File: src/rtl/cpu_ctrl_pkg.sv
// cpu_ctrl_pkg: shared definitions for the WISC control sequencer.
//   - opcode values for the 16 instructions
//   - sequencer state encoding
//   - pc_src select codes
//   - control word produced by the opcode decoder and held by the FSM
package cpu_ctrl_pkg;

    // ALU group occupies opcodes 0-7; opcode[2:0] is the ALU function.
    localparam logic [3:0] OpAdd    = 4'h0;
    localparam logic [3:0] OpSub    = 4'h1;
    localparam logic [3:0] OpXor    = 4'h2;
    localparam logic [3:0] OpRed    = 4'h3;
    localparam logic [3:0] OpSll    = 4'h4;
    localparam logic [3:0] OpSra    = 4'h5;
    localparam logic [3:0] OpRor    = 4'h6;
    localparam logic [3:0] OpPaddsb = 4'h7;
    localparam logic [3:0] OpLw     = 4'h8;
    localparam logic [3:0] OpSw     = 4'h9;
    localparam logic [3:0] OpLlb    = 4'hA;
    localparam logic [3:0] OpLhb    = 4'hB;
    localparam logic [3:0] OpB      = 4'hC;
    localparam logic [3:0] OpBr     = 4'hD;
    localparam logic [3:0] OpPcs    = 4'hE;
    localparam logic [3:0] OpHlt    = 4'hF;

    localparam logic [1:0] PcSrcSeq = 2'd0;  // PC+2
    localparam logic [1:0] PcSrcImm = 2'd1;  // PC+2+imm
    localparam logic [1:0] PcSrcReg = 2'd2;  // rs

    typedef enum logic [2:0] {
        StFetch  = 3'd0,
        StDecode = 3'd1,
        StExec   = 3'd2,
        StMem    = 3'd3,
        StWb     = 3'd4,
        StHalt   = 3'd5
    } state_e;

    typedef struct packed {
        logic [2:0] alu_op;
        logic       alu_src;
        logic       reg_dst;
        logic       mem_read;
        logic       mem_write;
        logic       mem_to_reg;
        logic       load_type;
        logic       load_hi;
        logic       is_branch;
        logic       br_reg;     // branch target from rs instead of PC-relative immediate
    } ctrl_word_t;

endpackage

File: src/rtl/cpu_ctrl_decode.sv
// cpu_ctrl_decode: purely combinational opcode -> control word decoder.
// Ports:
//   opcode_i  in   4  registered instruction opcode
//   cw_o      out     control word (see cpu_ctrl_pkg::ctrl_word_t)
//   halt_o    out  1  opcode is HLT
module cpu_ctrl_decode
    import cpu_ctrl_pkg::*;
(
    input  logic [3:0] opcode_i,
    output ctrl_word_t cw_o,
    output logic       halt_o
);

    always_comb begin
        cw_o   = '0;
        halt_o = 1'b0;
        unique case (opcode_i)
            OpLw: begin
                cw_o.alu_src    = 1'b1;
                cw_o.mem_read   = 1'b1;
                cw_o.mem_to_reg = 1'b1;
            end
            OpSw: begin
                cw_o.alu_src   = 1'b1;
                cw_o.mem_write = 1'b1;
            end
            OpLlb: begin
                cw_o.alu_src   = 1'b1;
                cw_o.load_type = 1'b1;
            end
            OpLhb: begin
                cw_o.alu_src   = 1'b1;
                cw_o.load_type = 1'b1;
                cw_o.load_hi   = 1'b1;
            end
            OpB: begin
                cw_o.is_branch = 1'b1;
            end
            OpBr: begin
                cw_o.is_branch = 1'b1;
                cw_o.br_reg    = 1'b1;
            end
            OpPcs: ;  // writes PC+2 through the WB path, register operand
            OpHlt: begin
                halt_o = 1'b1;
            end
            default: begin
                // Opcodes 0-7: ALU group writes rd.
                cw_o.alu_op  = opcode_i[2:0];
                cw_o.reg_dst = 1'b1;
            end
        endcase
    end

endmodule

File: src/rtl/cpu_control_seq.sv
// cpu_control_seq: multi-cycle control sequencer for the 16-bit WISC core.
// Steps each instruction FETCH -> DECODE -> EXEC -> [MEM] -> [WB], handshakes with
// instruction/data memory, counts retired instructions and owns halt/timeout status.
// Ports:
//   clk, rst                 clock (rising edge), asynchronous active-high reset
//   opcode, cond_true        instruction opcode (valid with imem_ack), branch condition
//   imem_ack, dmem_ack       memory completion handshakes
//   imem_req, dmem_req       memory requests
//   ir_load, pc_write/pc_src instruction register and PC strobes
//   reg_write .. load_hi     datapath control
//   halted, err, retired     sticky status and saturating retired count
module cpu_control_seq
    import cpu_ctrl_pkg::*;
#(
    parameter int unsigned ALU_W    = 3,
    parameter int unsigned CNT_W    = 16,
    parameter int unsigned MAX_WAIT = 15
) (
    input  logic             clk,
    input  logic             rst,
    input  logic [3:0]       opcode,
    input  logic             cond_true,
    input  logic             imem_ack,
    input  logic             dmem_ack,
    output logic             imem_req,
    output logic             dmem_req,
    output logic             ir_load,
    output logic             pc_write,
    output logic [1:0]       pc_src,
    output logic             reg_write,
    output logic             reg_dst,
    output logic             alu_src,
    output logic [ALU_W-1:0] alu_op,
    output logic             mem_read,
    output logic             mem_write,
    output logic             mem_to_reg,
    output logic             load_type,
    output logic             load_hi,
    output logic             halted,
    output logic             err,
    output logic [CNT_W-1:0] retired
);

    localparam int unsigned WaitW = $clog2(MAX_WAIT + 1);
    localparam logic [WaitW-1:0] WaitLast = WaitW'(MAX_WAIT - 1);

    state_e           state_q, state_d;
    logic [3:0]       opcode_q, opcode_d;
    ctrl_word_t       cw_q, cw_d;
    logic [WaitW-1:0] wait_cnt_q, wait_cnt_d;
    logic [CNT_W-1:0] retired_q, retired_d;
    logic             halted_q, halted_d;
    logic             err_q, err_d;

    ctrl_word_t dec_cw;
    logic       dec_halt;
    logic       wait_busy;
    logic       wait_ack;
    logic       timeout;

    cpu_ctrl_decode u_decode (
        .opcode_i (opcode_q),
        .cw_o     (dec_cw),
        .halt_o   (dec_halt)
    );

    // Outputs decoded from registered state and control word only, so an async
    // reset drops every strobe immediately.
    always_comb begin
        imem_req   = 1'b0;
        dmem_req   = 1'b0;
        ir_load    = 1'b0;
        pc_write   = 1'b0;
        pc_src     = PcSrcSeq;
        reg_write  = 1'b0;
        reg_dst    = 1'b0;
        alu_src    = 1'b0;
        alu_op     = '0;
        mem_read   = 1'b0;
        mem_write  = 1'b0;
        mem_to_reg = 1'b0;
        load_type  = 1'b0;
        load_hi    = 1'b0;
        unique case (state_q)
            StFetch: begin
                // Reset leaves the state in FETCH; keep the request low while held.
                imem_req = ~rst;
                ir_load  = ~rst & imem_ack;
            end
            StExec: begin
                alu_op  = ALU_W'(cw_q.alu_op);
                alu_src = cw_q.alu_src;
                reg_dst = cw_q.reg_dst;
                if (cw_q.is_branch) begin
                    pc_write = 1'b1;
                    if (cond_true) begin
                        pc_src = cw_q.br_reg ? PcSrcReg : PcSrcImm;
                    end
                end
            end
            StMem: begin
                alu_op    = ALU_W'(cw_q.alu_op);
                alu_src   = cw_q.alu_src;
                reg_dst   = cw_q.reg_dst;
                dmem_req  = 1'b1;
                mem_read  = cw_q.mem_read;
                mem_write = cw_q.mem_write;
                pc_write  = cw_q.mem_write & dmem_ack;  // SW retires in its ack cycle
            end
            StWb: begin
                alu_op     = ALU_W'(cw_q.alu_op);
                alu_src    = cw_q.alu_src;
                reg_dst    = cw_q.reg_dst;
                reg_write  = 1'b1;
                pc_write   = 1'b1;
                mem_to_reg = cw_q.mem_to_reg;
                load_type  = cw_q.load_type;
                load_hi    = cw_q.load_hi;
            end
            default: ;
        endcase
    end

    assign halted  = halted_q;
    assign err     = err_q;
    assign retired = retired_q;

    // Acks only count while the matching request is raised.
    assign wait_busy = imem_req | dmem_req;
    assign wait_ack  = (imem_req & imem_ack) | (dmem_req & dmem_ack);
    assign timeout   = wait_busy & ~wait_ack & (wait_cnt_q == WaitLast);

    always_comb begin
        state_d    = state_q;
        opcode_d   = opcode_q;
        cw_d       = cw_q;
        halted_d   = halted_q;
        err_d      = err_q;
        wait_cnt_d = '0;
        retired_d  = retired_q;

        unique case (state_q)
            StFetch: begin
                if (imem_ack) begin
                    opcode_d = opcode;
                    state_d  = StDecode;
                end
            end
            StDecode: begin
                cw_d = dec_cw;
                if (dec_halt) begin
                    state_d  = StHalt;
                    halted_d = 1'b1;
                end else begin
                    state_d = StExec;
                end
            end
            StExec: begin
                if (cw_q.mem_read || cw_q.mem_write) begin
                    state_d = StMem;
                end else if (cw_q.is_branch) begin
                    state_d = StFetch;
                end else begin
                    state_d = StWb;
                end
            end
            StMem: begin
                if (dmem_ack) begin
                    state_d = cw_q.mem_read ? StWb : StFetch;
                end
            end
            StWb:    state_d = StFetch;
            StHalt:  state_d = StHalt;
            default: state_d = StFetch;
        endcase

        if (wait_busy && !wait_ack) begin
            wait_cnt_d = wait_cnt_q + WaitW'(1);
        end

        if (timeout) begin
            state_d    = StHalt;
            halted_d   = 1'b1;
            err_d      = 1'b1;
            wait_cnt_d = '0;
        end

        // Saturate rather than wrap.
        if (pc_write && (retired_q != {CNT_W{1'b1}})) begin
            retired_d = retired_q + CNT_W'(1);
        end
    end

    always_ff @(posedge clk or posedge rst) begin
        if (rst) begin
            state_q    <= StFetch;
            opcode_q   <= '0;
            cw_q       <= '0;
            wait_cnt_q <= '0;
            retired_q  <= '0;
            halted_q   <= 1'b0;
            err_q      <= 1'b0;
        end else begin
            state_q    <= state_d;
            opcode_q   <= opcode_d;
            cw_q       <= cw_d;
            wait_cnt_q <= wait_cnt_d;
            retired_q  <= retired_d;
            halted_q   <= halted_d;
            err_q      <= err_d;
        end
    end

endmodule

File: config.mk
export PLATFORM = sky130hd
export DESIGN_NAME = cpu_control_seq
export DESIGN_NICKNAME = d
export VERILOG_FILES = /design/src/rtl/cpu_ctrl_pkg.sv /design/src/rtl/cpu_ctrl_decode.sv /design/src/rtl/cpu_control_seq.sv
export SDC_FILE = /design/constraint.sdc
export NUM_CORES = 1
export LEC_CHECK = 0
export BUFFER_PORTS_ARGS = -buffer_cell sky130_fd_sc_hd__buf_2
export CORE_ASPECT_RATIO = 1.5
export CORE_MARGIN = 1
export CORE_UTILIZATION = 59
export DETAILED_ROUTE_END_ITERATION = 8
export GPL_TIMING_DRIVEN = 0
export PLACE_DENSITY = 0.91
export SKIP_LAST_GASP = 1
export SYNTH_ARGS = -nofsm -noshare
export SYNTH_HDL_FRONTEND = slang
export SYNTH_HIERARCHICAL = 1
export SYNTH_SLANG_ARGS = --single-unit
File: constraint.sdc
create_clock -name clk -period 4.2 [get_ports clk]
set_input_delay 0.84 -clock clk [delete_from_list [all_inputs] [get_ports clk]]
set_output_delay 0.84 -clock clk [all_outputs]
set_load 0.005 [all_outputs]
==> qor.yml, run 1 <==
status: "completed"
power.share.clock_pct: 17.6
worstSkewPairLatency_ns: 0.29
crit_fanout: 10
syn_inst: 199
startpoint_type: "flip-flop"
finalHoldViolations: 0
dieArea_mm2: 0.00394
ant_nets: 0
syn_area_mm2: 0.00217
post-cts-setup-buffers: 0
die_x_um: 51.6
tightestPinTransition_ns: 1.03
synth_compound_area_share_pct: 4.72
async_flop_share_pct: 100
vias: 1663
p_switching_mw: 0.539
numCtsBuffers: 5
grt_max_degree: 42
clk_pin_slew_worst_paths_ns: 0.08
start_util_pct: 63.1
syn_nets: 211
final_nets: 261
dpl.cell_count: 284
synth_edf_count: 0
antenna_found_initial: 0
comb_power_share_pct: 38.7
routed_wl_um: 4390
routedWlPerCell_um: 15.0
setup_viol: 0
cts.sinks: 41
area_growth_pct: 16.3
synthMuxAreaShare_pct: 9.95
synth_top_family_by_area: "simple AND/OR/NAND/NOR gates"
power_switching_share_pct: 37.3
gr-total-overflow: 0
synth_fa_ha_area_share_pct: 1.73
io_buffers: 43
synth_xor_xnor_area_share_pct: 6.44
powerDensity_mw_per_mm2: 571
cp_data_required_time_ns: 3.36
clockBufferDepth: 2
power_frac_seq_pct: 43.7
synth_seq_cells: 41
first_pass_iters: 4
grt_pass1_vias: 1662
slew_headroom_pct: 30.4
worst_r2r_path_depth: 3
postCtsHoldBufs: 0
cts_resized: 0
syn_area_per_cell_um2: 10.9
seq_area_frac_synth_pct: 47.2
internal-power_mw: 0.905
reg2reg_slack_ns: 2.06
yosys_warnings: 6
cts-root-buf: "clkbuf_8"
endpoint_kind: "primary output"
rsz0062_at_grt: "no"
timing.hold.ws_ns: 0.472
track_usage_pct: 25.6
drc: 0
synth_cell_types: 43
fin_tns_setup_ns: 0
htree_levels: 2
antenna_cells: 0
holdPathStages: 1
instances_no_fill: 292
drt_iter0_markers: 41
slew_violations: 0
core-area_mm2: 0.00345
synth-simple-area-share_pct: 26.8
viasPerCell: 5.70
timing_worst_setup_path_type: "flip-flop to primary output"
finalCritPeriodShare_pct: 66.5
min_path_type: "flip-flop to flip-flop"
postLayoutCoreUtil_pct: 73.3
layout-drive-gt1-share_pct: 32.8
peakVddDrop_mv: 0.411
ios: 44
rows: 26
synth_ff_type: "dfrtp_1"
period_minus_slack_ns: 2.79
drv_cap: 0
power_leakage_nw: 1.28
routabilityCongestion: 0.880
grt_pass1_wl_um: 7540
tritoncts: "yes"
cp.arrival_ns: 1.95
fmax_mhz: 358
finClkSkew_ns: 0.0104
hpwl_um: 3060
dieHeight_um: 76.4
cell usage in the layout (no fill, tap or decap), drive strengths merged, types with 4 or more instances in the layout:
cell type,count
nand4,9
xor2,7
dfrtp,41
nor3,6
nand2,6
nor3b,4
o21ai,4
and2,7
buf,49
a21oi,6
inv,5
clkbuf,9
mux2,18
nor2,12
nor2b,12
and3,6
nand3,9
and4,6
xnor2,9
synthesized netlist by cell type (all sizes together) (7+ instances only):
cell type | count | area, µm²
and2 | 7 | 43.8
dfrtp | 41 | 1030
mux2 | 18 | 206
nand3 | 9 | 45.0
nand4 | 9 | 62.6
nor2 | 12 | 47.6
nor2b | 12 | 75.1
xnor2 | 9 | 78.8
xor2 | 7 | 61.3
per-stage QoR:
| step | cell area [µm²] | worst slack, ns | power, mW |
|---|---|---|---|
| 2_1_floorplan | 2170 | 2.06 | 1.02 |
| 3_3_place_gp | 2440 | 1.65 | 1.16 |
| 3_5_place_dp | 2440 | 1.66 | 1.19 |
| 4_1_cts | 2530 | 1.41 | 1.45 |
| 5_1_grt | 2530 | 1.31 | 1.54 |
| 6_report | 2530 | 1.41 | 1.44 |
final cells by class:
class,count,area [µm²]
fillers,275,920
repair buffers,43,215
well taps,42,52.6
plain buffers,10,48.8
inverters,5,21.3
clock buffers,5,68.8
clock inverters,3,17.5
multi-input cells,143,1080
flip-flops and latches,41,1030
layer usage:
metal / vias up / GRT usage [%] / routed length, µm
met2: 47 / 44.9 / 2360
met5: - / 0 / 0
met3: 10 / 4.39 / 169
li1: 809 / - / -
met1: 797 / 29.5 / 1780
met4: 0 / 10.8 / 83
registers in the layout, indices dropped and copies added, names as in the netlist:
register,count
state_q,3
err,1
cw_q,12
opcode_q,4
retired,16
halted,1
wait_cnt_q,4
kinds of logic after synthesis:
group	count (synthesis)
compound gates	14
xor+xnor	16
fa+ha+maj	3
buf+inv	15
flops	41
mux	19
simple gates	91
worst max-delay path, stage by stage (launching register included):
cell	delay (ns)
dfrtp_1	0.47
and3b_1	0.21
buf_2	0.16
a311oi_4	0.52
inv_4	0.13
buf_2	0.16
power groups by stage:
| stage | Sequential (mW) | Clock [mW] | Combinational, mW |
|---|---|---|---|
| finish | 0.631 | 0.254 | 0.559 |
| global route | 0.654 | 0.276 | 0.615 |
| CTS | 0.629 | 0.260 | 0.561 |
| detailed placement | 0.633 | 0 | 0.553 |
| global placement | 0.626 | 0 | 0.532 |
| floorplan | 0.601 | 0 | 0.422 |
final timing paths:
check / start / end
max: state_q[0]$_DFFE_PP0P_ / pc_write
min: err$_DFFE_PP0P_ / err$_DFFE_PP0P_
max reg2reg: state_q[1]$_DFFE_PP0P_ / opcode_q[3]$_DFFE_PP0P_
min reg2reg: err$_DFFE_PP0P_ / err$_DFFE_PP0P_
max in group asynchronous: rst / retired[8]$_DFFE_PP0P_
min in group asynchronous: rst / err$_DFFE_PP0P_
Power figures use the tool's default switching activity.
==> run 2: changes to the inputs <==
- CORE_UTILIZATION: 59 -> 49
- PLACE_DENSITY: 0.91 -> 0.81
- clock period: 4.2 -> 2.55 ns (I/O delays scaled with it)
==> qor.yml, run 2 (same netlist as run 1, synthesis figures left out) <==
die_x_um: 56.4  # +9.4%
endpoint_kind: "primary output"
routedWlPerCell_um: 14.3  # -5.0%
cp_data_required_time_ns: 2.04  # -1.32 ns
slew_violations: 0  # unchanged
postLayoutCoreUtil_pct: 60.8  # -13 points
core-area_mm2: 0.00425  # +23%
crit_family: "flip-flops"
path_depth: 5  # unchanged
cts_resized: 0  # unchanged
cpMostUsedCell: "buf_2"
setup_viol: 0  # unchanged
cts.sinks: 41  # unchanged
finalCritPeriodShare_pct: 93.6
dieArea_mm2: 0.00471  # +20%
viasPerCell: 5.72  # +0.43%
worst_r2r_path_depth: 4  # +1
status: "completed"
power_leakage_nw: 1.30  # +1.9%
rsz0062_at_grt: "no"
crit_path_max_incr_delay_ns: 0.47  # -0.05 ns
cp.arrival_ns: 1.88  # -0.07 ns
largest_reg_flops: 16  # unchanged
hpwl_um: 3060  # about the same
crit_fanout: 10  # unchanged
layout_commonest_cell: "buf_2"
fin_tns_setup_ns: 0  # unchanged
tightestPinTransition_ns: 0.946  # -0.0827 ns
antenna_found_initial: 0  # unchanged
powerDensity_mw_per_mm2: 992  # +74%
io_buffers: 43  # unchanged
drc: 0  # unchanged
regToRegStartpoint: "state_q[1]$_DFFE_PP0P_"
cts-root-buf: "clkbuf_8"
place_ws_ns: 0.397  # -1.26 ns
top_layer: "met4"
drt-met1-wl_um: 1800  # +1.1%
timing.critical_path.from: "state_q[0]$_DFFE_PP0P_"
layout-drive-gt1-share_pct: 32.8  # unchanged
startpoint_type: "flip-flop"
dieHeight_um: 83.6  # +9.5%
dr_wl_met3_um: 160  # -5.3%
ios: 44  # unchanged
cpMaxStageDelayCell: "dfrtp_1"
wl_met2_um: 2190  # -7.1%
routabilityCongestion: 0.791  # -10%
post-cts-setup-buffers: 0  # unchanged
drt_iter0_markers: 62  # +51%
start_util_pct: 51.2  # -12 points
antenna_cells: 0  # unchanged
area_growth_pct: 18.7
period_minus_slack_ns: 2.39
numCtsBuffers: 5  # unchanged
first_pass_iters: 4  # unchanged
timing.hold.ws_ns: 0.394  # -0.0775 ns
timing_worst_setup_path_type: "flip-flop to primary output"
fmax_mhz: 419
htree_levels: 2  # unchanged
ant_nets: 0  # unchanged
rows: 29  # +12%
drv_cap: 0  # unchanged
critPathBufInv: 3  # unchanged
routed_wl_um: 4230  # -3.7%
mostFrequentLayoutCells: "buf_2, dfrtp_1, mux2_2, nor2b_1, nor2_1"
postCtsHoldBufs: 0  # unchanged
tritoncts: "yes"
finClkSkew_ns: 0.00701  # -0.00343 ns
clk_pin_slew_worst_paths_ns: 0.08  # about the same
track_usage_pct: 19.5  # -6.0 points
slew_headroom_pct: 36.0  # +5.6 points
grt_pass1_wl_um: 7230  # -4.1%
gr-total-overflow: 0  # unchanged
grt_max_degree: 42  # unchanged
worst_slack_ns: 0.163  # -1.24 ns
worstSkewPairLatency_ns: 0.29  # about the same
final_nets: 261  # unchanged
peakVddDrop_mv: 0.667  # +62%
finalHoldViolations: 0  # unchanged
vias: 1693  # +1.8%
clockBufferDepth: 2  # unchanged
min_path_type: "input pin to asynchronous set/reset pin"
grt_pass1_vias: 1543  # -7.2%
worstPathCellList: "and3b_1 -> buf_2 -> a311oi_4 -> inv_4 -> buf_2"
-- run 2: cell count changes in the layout (fill, tap and decap cells not counted), sizes merged --
cell | before | now
bufinv | 0 | 2
clkinvlp | 1 | 0
clkinv | 2 | 1
-- run 2: cell type report --
class | count | area, µm²
flip-flops and latches | 41 | 1030
inverters | 5 | 21.3
clock buffers | 5 | 68.8
clock inverters | 3 | 65.1
repair buffers | 43 | 215
plain buffers | 10 | 48.8
multi-input cells | 143 | 1080
well taps | 46 | 57.6
fillers | 346 | 1660
-- run 2: power breakdown --
part / leakage [nW] / switching, mW / internal, mW / total (mW)
combinational: 0.694 / 0.439 / 0.471 / 0.909
sequential: 0.539 / 0.202 / 0.830 / 1.03
clock: 0.0681 / 0.230 / 0.389 / 0.619
-- run 2: path summary, 6_finish.rpt --
| check | to | slack [ns] |
|---|---|---|
| max | pc_write | 0.16 |
| max reg2reg | cw_q[2]$_DFFE_PP0N_ | 0.49 |
| max in group asynchronous | opcode_q[1]$_DFFE_PP0P_ | 1.62 |
| min in group clk | opcode_q[2]$_DFFE_PP0P_ | 0.45 |
| min | state_q[0]$_DFFE_PP0P_ | 0.39 |
| min reg2reg | err$_DFFE_PP0P_ | 0.46 |
-- run 2: through the flow --
stage	instance area [µm²]	total power, mW	cells
5_1_grt	2580	2.72	296
3_3_place_gp	2450	1.92	288
6_report	2580	2.56	296
2_1_floorplan	2170	1.68	199
3_5_place_dp	2450	1.96	288
4_1_cts	2580	2.58	296
-- run 2: worst reg2reg max path: cells and delay by family (launching register included) --
kind / cells / cell delay (ns)
simple gates: 1 / 0.55
mux: 1 / 0.37
buf+inv: 2 / 0.59
flops: 1 / 0.44
-- run 2: layer usage --
metal / GRT usage (%) / up-vias
met3: 3.72 / 8
met5: 0 / -
met4: 7.54 / 0
li1: - / 814
met1: 23.4 / 815
met2: 34.1 / 56
